## config.mk

```make
export PLATFORM = sky130hd
export DESIGN_NAME = snake_score_tracker
export DESIGN_NICKNAME = d
export VERILOG_FILES = /design/src/rtl/snake_score_tracker_pkg.sv /design/src/rtl/snake_score_tracker_seg7_mux.sv /design/src/rtl/snake_score_tracker.sv
export SDC_FILE = /design/constraint.sdc
export NUM_CORES = 1
export LEC_CHECK = 0
export BUFFER_PORTS_ARGS = -buffer_cell sky130_fd_sc_hd__buf_2
export CORE_UTILIZATION = 47
export CTS_CLUSTER_DIAMETER = 150
export CTS_CLUSTER_SIZE = 24
export DETAILED_ROUTE_END_ITERATION = 10
export GPL_TIMING_DRIVEN = 0
export PLACE_DENSITY_LB_ADDON = 0.2
export SLEW_MARGIN = 20
export SYNTH_ARGS = -nofsm -noshare
export SYNTH_HDL_FRONTEND = slang
export SYNTH_SLANG_ARGS = --single-unit
export TNS_END_PERCENT = 30
```

## constraint.sdc

```tcl
create_clock -name CLK -period 2.05 [get_ports CLK]
set_input_delay 0.205 -clock CLK [delete_from_list [all_inputs] [get_ports CLK]]
set_output_delay 0.205 -clock CLK [all_outputs]
set_load 0.1 [all_outputs]
```

## src/rtl/snake_score_tracker_pkg.sv

```systemverilog
// Shared definitions for the snake score tracker: master-state encodings common with the
// master state machine, active-low seven-segment patterns and BCD helpers.
package snake_score_tracker_pkg;

   typedef enum logic [1:0] {
      MS_IDLE   = 2'b00,
      MS_PLAY   = 2'b01,
      MS_WIN    = 2'b10,
      MS_UNUSED = 2'b11
   } master_state_e;

   // Segment order {dp,g,f,e,d,c,b,a}, active-low.
   localparam logic [7:0] SEG_0     = 8'hC0;
   localparam logic [7:0] SEG_1     = 8'hF9;
   localparam logic [7:0] SEG_2     = 8'hA4;
   localparam logic [7:0] SEG_3     = 8'hB0;
   localparam logic [7:0] SEG_4     = 8'h99;
   localparam logic [7:0] SEG_5     = 8'h92;
   localparam logic [7:0] SEG_6     = 8'h82;
   localparam logic [7:0] SEG_7     = 8'hF8;
   localparam logic [7:0] SEG_8     = 8'h80;
   localparam logic [7:0] SEG_9     = 8'h90;
   localparam logic [7:0] SEG_BLANK = 8'hFF;

   function automatic logic [7:0] seg7_decode(input logic [3:0] digit);
      logic [7:0] seg;
      case (digit)
         4'd0:    seg = SEG_0;
         4'd1:    seg = SEG_1;
         4'd2:    seg = SEG_2;
         4'd3:    seg = SEG_3;
         4'd4:    seg = SEG_4;
         4'd5:    seg = SEG_5;
         4'd6:    seg = SEG_6;
         4'd7:    seg = SEG_7;
         4'd8:    seg = SEG_8;
         4'd9:    seg = SEG_9;
         default: seg = SEG_BLANK;
      endcase
      return seg;
   endfunction

   // One BCD step; caller guarantees the input is below 99.
   function automatic logic [7:0] bcd_inc(input logic [7:0] bcd);
      logic [7:0] res;
      if (bcd[3:0] == 4'd9) begin
         res = {bcd[7:4] + 4'd1, 4'd0};
      end else begin
         res = {bcd[7:4], bcd[3:0] + 4'd1};
      end
      return res;
   endfunction

endpackage

```

## src/rtl/snake_score_tracker_seg7_mux.sv

```systemverilog
// Four-digit multiplexed seven-segment driver: ones on digit 0, tens on digit 1, digits 2-3
// blank. Anode select and segment pattern are registered together.
module snake_score_tracker_seg7_mux
   import snake_score_tracker_pkg::*;
#(
   parameter int unsigned REFRESH_DIV = 100000
) (
   input  logic       clk_i,
   input  logic       rst_i,
   input  logic [7:0] score_bcd_i,
   output logic [3:0] seg_select_o,
   output logic [7:0] hex_out_o
);

   localparam int unsigned CntW = (REFRESH_DIV > 1) ? $clog2(REFRESH_DIV) : 1;
   localparam logic [CntW-1:0] CntMax = CntW'(REFRESH_DIV - 1);

   logic [CntW-1:0] cnt_q, cnt_d;
   logic [1:0]      idx_q, idx_d;
   logic [3:0]      sel_q, sel_d;
   logic [7:0]      hex_q, hex_d;

   always_comb begin
      cnt_d = cnt_q + CntW'(1);
      idx_d = idx_q;
      if (cnt_q == CntMax) begin
         cnt_d = '0;
         idx_d = idx_q + 2'd1;
      end

      sel_d = 4'b1110;
      hex_d = SEG_BLANK;
      unique case (idx_q)
         2'd0: begin
            sel_d = 4'b1110;
            hex_d = seg7_decode(score_bcd_i[3:0]);
         end
         2'd1: begin
            sel_d = 4'b1101;
            hex_d = seg7_decode(score_bcd_i[7:4]);
         end
         2'd2: sel_d = 4'b1011;
         2'd3: sel_d = 4'b0111;
      endcase
   end

   always_ff @(posedge clk_i) begin
      if (rst_i) begin
         cnt_q <= '0;
         idx_q <= 2'd0;
         sel_q <= 4'b1110;
         hex_q <= SEG_BLANK;
      end else begin
         cnt_q <= cnt_d;
         idx_q <= idx_d;
         sel_q <= sel_d;
         hex_q <= hex_d;
      end
   end

   assign seg_select_o = sel_q;
   assign hex_out_o    = hex_q;

endmodule

```

## src/rtl/snake_score_tracker.sv

```systemverilog
// Snake score tracker: counts target-reached rising edges in PLAY as a 2-digit BCD score and
// raises a sticky GAME_WON. Define SCORE_DISPLAY_EN to build the seven-segment display driver.
module snake_score_tracker
   import snake_score_tracker_pkg::*;
#(
   parameter int unsigned WIN_SCORE   = 10,
   parameter int unsigned REFRESH_DIV = 100000
) (
   input  logic       CLK,
   input  logic       RESET,
   input  logic [1:0] MASTER_STATE,
   input  logic       TARGET_REACHED,
   output logic       GAME_WON,
   output logic [7:0] SCORE_BCD,
   output logic [3:0] SEG_SELECT,
   output logic [7:0] HEX_OUT
);

   localparam logic [7:0] WinBcd = {4'(WIN_SCORE / 10), 4'(WIN_SCORE % 10)};

   logic       prev_q, prev_d;
   logic [7:0] score_q, score_d;
   logic       won_q, won_d;
   logic       inc;

   always_comb begin
      prev_d  = TARGET_REACHED;
      inc     = TARGET_REACHED & ~prev_q;
      score_d = score_q;
      won_d   = won_q;
      case (MASTER_STATE)
         MS_PLAY: begin
            if (inc && !won_q && (score_q != 8'h99)) begin
               score_d = bcd_inc(score_q);
               won_d   = (score_d == WinBcd);
            end
         end
         MS_WIN: ;
         // IDLE and the unused encoding clear the game, overriding any increment.
         default: begin
            score_d = 8'h00;
            won_d   = 1'b0;
         end
      endcase
   end

   always_ff @(posedge CLK) begin
      if (RESET) begin
         prev_q  <= 1'b0;
         score_q <= 8'h00;
         won_q   <= 1'b0;
      end else begin
         prev_q  <= prev_d;
         score_q <= score_d;
         won_q   <= won_d;
      end
   end

   assign SCORE_BCD = score_q;
   assign GAME_WON  = won_q;

`ifdef SCORE_DISPLAY_EN
   snake_score_tracker_seg7_mux #(
      .REFRESH_DIV (REFRESH_DIV)
   ) u_seg7_mux (
      .clk_i        (CLK),
      .rst_i        (RESET),
      .score_bcd_i  (score_q),
      .seg_select_o (SEG_SELECT),
      .hex_out_o    (HEX_OUT)
   );
`else
   logic unused_refresh_div;
   assign unused_refresh_div = ^REFRESH_DIV;
   assign SEG_SELECT = 4'b1111;
   assign HEX_OUT    = SEG_BLANK;
`endif

endmodule

```

=== Word level (Yosys, flattened, before mapping) ===
Index checks and enable logic that the tools add are counted.

* Register bits after elaboration: 10
* Input bits: 5
* Output and inout port bits: 21

* Add/subtract/negate cells: 2
* Equal/unequal tests: 6
* Muxes and demuxes: 7
* Bitwise operators: 3
* Reductions and logical operators: 4

{| class="wikitable"
|+ Operator list
! kind !! count
|-
| $mux 8 || 4
|-
| $pmux 8 s2 || 1
|-
| $add 4x1->4 const B || 2
|-
| $eq 8x5->1 const B || 1
|-
| $ne 8x8->1 const B || 1
|-
| $eq 4x4->1 const B || 1
|-
| $eq 2x1->1 const B || 1
|-
| $eq 2x2->1 const B || 1
|-
| $logic_and 1x1->1 || 2
|-
| $ne 2x2->1 const B || 1
|-
| $not 1->1 || 2
|-
| $pmux 1 s2 || 1
|-
| $reduce_and 2->1 || 1
|-
| $and 1x1->1 || 1
|-
| $logic_not 1->1 || 1
|-
| $mux 1 || 1
|}

=== Longest topological paths before layout ===
* Depth after elaboration: 9
* Depth in mapped cells: 7
* Mapped depth without buffers: 7

=== Least setup slack after synthesis ===
Ideal clock, no wire load.

* Kind: register to register
* From: register score_q[5] (netlist: SCORE_BCD[5])
* To: register score_q[7] (netlist: SCORE_BCD[7])
* Arrival time: 2.617 ns
* Required time: 1.980 ns
* Slack: -0.637 ns
* Stages on the path, launching flop included: 8
* Buffers on the path: 0
* Path through: dfxtp_1 inv_1 ha_1 nor2b_1 a311oi_4 nand2_2 or4_1 o21ai_1

* Longest elaborated chain between the ends: 6

{| class="wikitable"
|+ RTL lines
! item !! line !! text
|-
| from (decl) || snake_score_tracker.sv:22 || <nowiki>logic [7:0] score_q, score_d;</nowiki>
|-
| from (signal assigned) || snake_score_tracker.sv:54 || <nowiki>score_q <= score_d;</nowiki>
|-
| $add 4x1->4 || snake_score_tracker_pkg.sv:47 || <nowiki>res = {bcd[7:4] + 4'd1, 4'd0};</nowiki>
|-
| $mux 8 || snake_score_tracker_pkg.sv:46 || <nowiki>if (bcd[3:0] == 4'd9) begin</nowiki>
|-
| $mux 8 || snake_score_tracker.sv:33 || <nowiki>if (inc && !won_q && (score_q != 8'h99)) begin</nowiki>
|-
| $mux 8 || snake_score_tracker.sv:31 || <nowiki>case (MASTER_STATE)</nowiki>
|-
| $mux 8 || snake_score_tracker.sv:33 ||
|-
| $pmux 8 s2 || snake_score_tracker.sv:31 ||
|}

Several ways; a longest one is shown, not always the timed one. The select of a mux whose other input is x is not followed.
A chain may end at the register's enable or synchronous reset.

=== Worst setup path after layout ===
Same ends and word-level chain as after synthesis.

==> impl_metrics.toml <==
[outcome]
status = "complete, no violations"

[global_routing]
grt_overflow = 0
grt_first_pass_wirelength_mm = 2.06
initial_antenna_violation_count = 0
global_route.usage.total_pct = 19.5
maximum_number_of_pins_on_one_net_before_global_route_repair = 11
grt_pass1_vias = 493

[finish]
layout-drive-gt1-share_pct = 38.8
nFillCells = 120
layout_stage_area_growth_over_the_synthesis_result_pct = 26.7
num_antenna_cells = 0
post-route-util_pct = 66.5
layout.nets = 124
seq_area_um2 = 213
multi_input_area_um2 = 443

[logic_synthesis]
synth_top_cells_by_count = "12 x buf_4, 10 x dfxtp_1, 6 x a21oi_1, 6 x nand2_1, 5 x nand2b_1"
synthTopCellsByArea = "dfxtp_1 28%, buf_4 13%, nand2b_1 4.4%"
post-synth-top-count-cell = "buf_4"
synth_seq_cells = 10
synth.cell_area_um2 = 708
post-synth-top-area-fraction_pct = 28.3
synthesis.instances = 86
netlist.top_cell.by_area = "dfxtp_1"
async_reset_ff_share_pct = 0
yosysUniqueCellTypes = 37
yosysWarningCount = 0
dominantRegCellSynth = "dfxtp_1"
number_of_enable_type_register_cells_in_the_synthesized_netlist = 0
postSynthAreaPerCell_um2 = 8.23
synth.yosys.seq_area_share_pct = 28.3

[power]
p_leak_uw = 0.000380
power_frac_comb_pct = 28.7
sequentialPowerShare_pct = 36.8
switching_share_pct = 37.5
switchingPower_uw = 200
power.total_uw = 533
vdd.ir_drop.worst_v = 0.000324
share_of_total_power_in_the_clock_network_pct = 34.4
power.internal_uw = 333
power_per_cell_area_nw_per_um2 = 594

[detailed_routing]
route.antenna.remaining_nets = 0
dr_total_vias = 679
length_of_the_first_detailed_routing_pass_in_iterations = 4
wl_per_cell_um = 11.6
initialDrtViolationCount = 14
post_drt_via_cell_ratio = 5.18
finalWirelength_mm = 1.52
remaining_drc_errors = 0

[placed_design]
numPortBuffers = 13
globalplace.congestion = 0.742
dp_hpwl_mm = 1.05

[die]
dieHeight_um = 40.8
start_util_pct = 52.5
placeableCoreArea_um2 = 1350
die_width_um = 40.8
pin_count = 26
std_cell_rows = 13
floorplan.die_area_um2 = 1670

[cts]
clkSinkCount = 10
numCtsBuffers = 3
clock_tree.root_cell = "clkbuf_4"
cts_resized = 0
cts_max_path_buffers = 2
cts_tree = "yes"
clk_pin_slew_ns = 0.07
worst_skew_pair.late_latency_ns = 0.27
cts-htree-levels = 1
ctsHoldBuffers = 0
cts_setup_buffers = 0

[timing]
fin_crit_sh_pct = 92.4
final.min_clock_period_ns = 1.89
number_of_setup_violations_in_the_final_report = 0
setup_repair_after_global_routing_missed_its_margin = "false"
drv_slew = 0
hold_viol = 0
fin_worst_skew_ns = 0.00438
timing.fmax_mhz = 528

[setup_path]
cp.arrival_ns = 2.10
critical_path.top_delay_family = "simple AND/OR/NAND/NOR gates"
reg2regPathDepth = 7
critPathRequiredTime_ns = 2.26
crit_path_start_kind = "flip-flop"
timing_worst_setup_path_type = "flip-flop to flip-flop"
crit_slowest_cell = "or4_1"
critical_path_buf_inv_count = 1
cp_slowest_stage_delay_ns = 0.47
path_depth = 7
setup.worst_path.end_class = "flip-flop"
critical_path_peak_fanout = 6
cp_cell_sequence = "inv_1 > ha_1 > nor2b_1 > a311oi_4 > nand2_2 > or4_1 > o21ai_1"

[worst_hold_path]
hold_path_depth = 2
min_delay_worst_type = "input port to flip-flop"

[run]
drv.max_cap_violation_count = 0
-- power by group through the flow --
stage / Combinational [µW] / Clock [µW] / Sequential [µW]
floorplan: 134 / 0 / 205
finish: 153 / 184 / 196
global placement: 149 / 0 / 201
CTS: 150 / 190 / 196
global route: 158 / 193 / 197
detailed placement: 150 / 0 / 201
-- per-layer routing --
layer  track usage (%)  vias up  routed length, µm
li1                  -      345                  -
met1              21.6      305                681
met2              31.3       24                714
met3              6.52        5                 92
met4              12.5        0                 35
met5                 0        -                  0
-- stage by stage --
step                      cells  setup TNS, ns  worst slack [ns]  hold slack (ns)  cell area [µm²]
after floorplan              97        -0.0651           -0.0651            0.333              762
after global placement      125              0            0.0620            0.428              846
after detailed placement    125              0            0.0532            0.436              846
after CTS                   129              0            0.0328            0.149              882
after global routing        131              0            0.0177            0.165              897
final                       131              0             0.156            0.154              897
-- worst paths after layout --
kind / slack, ns / to / start
max reg2reg: 0.16 / SCORE_BCD[7] / SCORE_BCD[5]
min: 0.15 / prev_q / TARGET_REACHED
max: 0.16 / SCORE_BCD[7] / SCORE_BCD[5]
min reg2reg: 0.51 / GAME_WON / GAME_WON
-- worst register-to-register path, delay by kind of cell (launching register included) --
| family | cells | cell delay [ns] |
|---|---|---|
| AND/OR/NAND/NOR | 3 | 0.74 |
| buffers and inverters | 1 | 0.07 |
| flip-flops | 1 | 0.36 |
| adder cells (fa/ha/maj) | 1 | 0.17 |
| AO/OA/AOI/OAI | 2 | 0.49 |
-- registers in the layout, indices dropped and copies added, names as in the netlist --
name	count
prev_q	1
GAME_WON	1
SCORE_BCD	8
-- layout make-up --
cell class                      count  share of cell area [%]
Tap cell                           15                    2.09
Buffer                             14                    11.0
Multi-Input combinational cell     71                    49.4
Clock buffer                        4                    4.04
Timing Repair Buffer               15                    8.93
Sequential cell                    10                    23.7
Inverter                            2                   0.837
-- layout by cell type, fill, tap and decap left out, types with 3 or more instances in the layout --
cell      instances
nor2b_1           3
buf_4            14
o21ai_0           4
conb_1           12
clkbuf_4          3
a21oi_1           6
buf_2            14
dfxtp_2           7
nor2_1            3
nand2_1           6
nand2b_1          5
-- kinds of logic after synthesis --
group,after synthesis,share of synthesized area [%]
xor gates and xnor gates,2,2.47
other,1,0.530
AOI/OAI and AO/OA,23,22.6
adders and majority gates,2,3.53
DFF,10,28.3
buffers and inverters,16,15.0
and+or+nand+nor,32,27.6
Power figures use the tool's default switching activity.
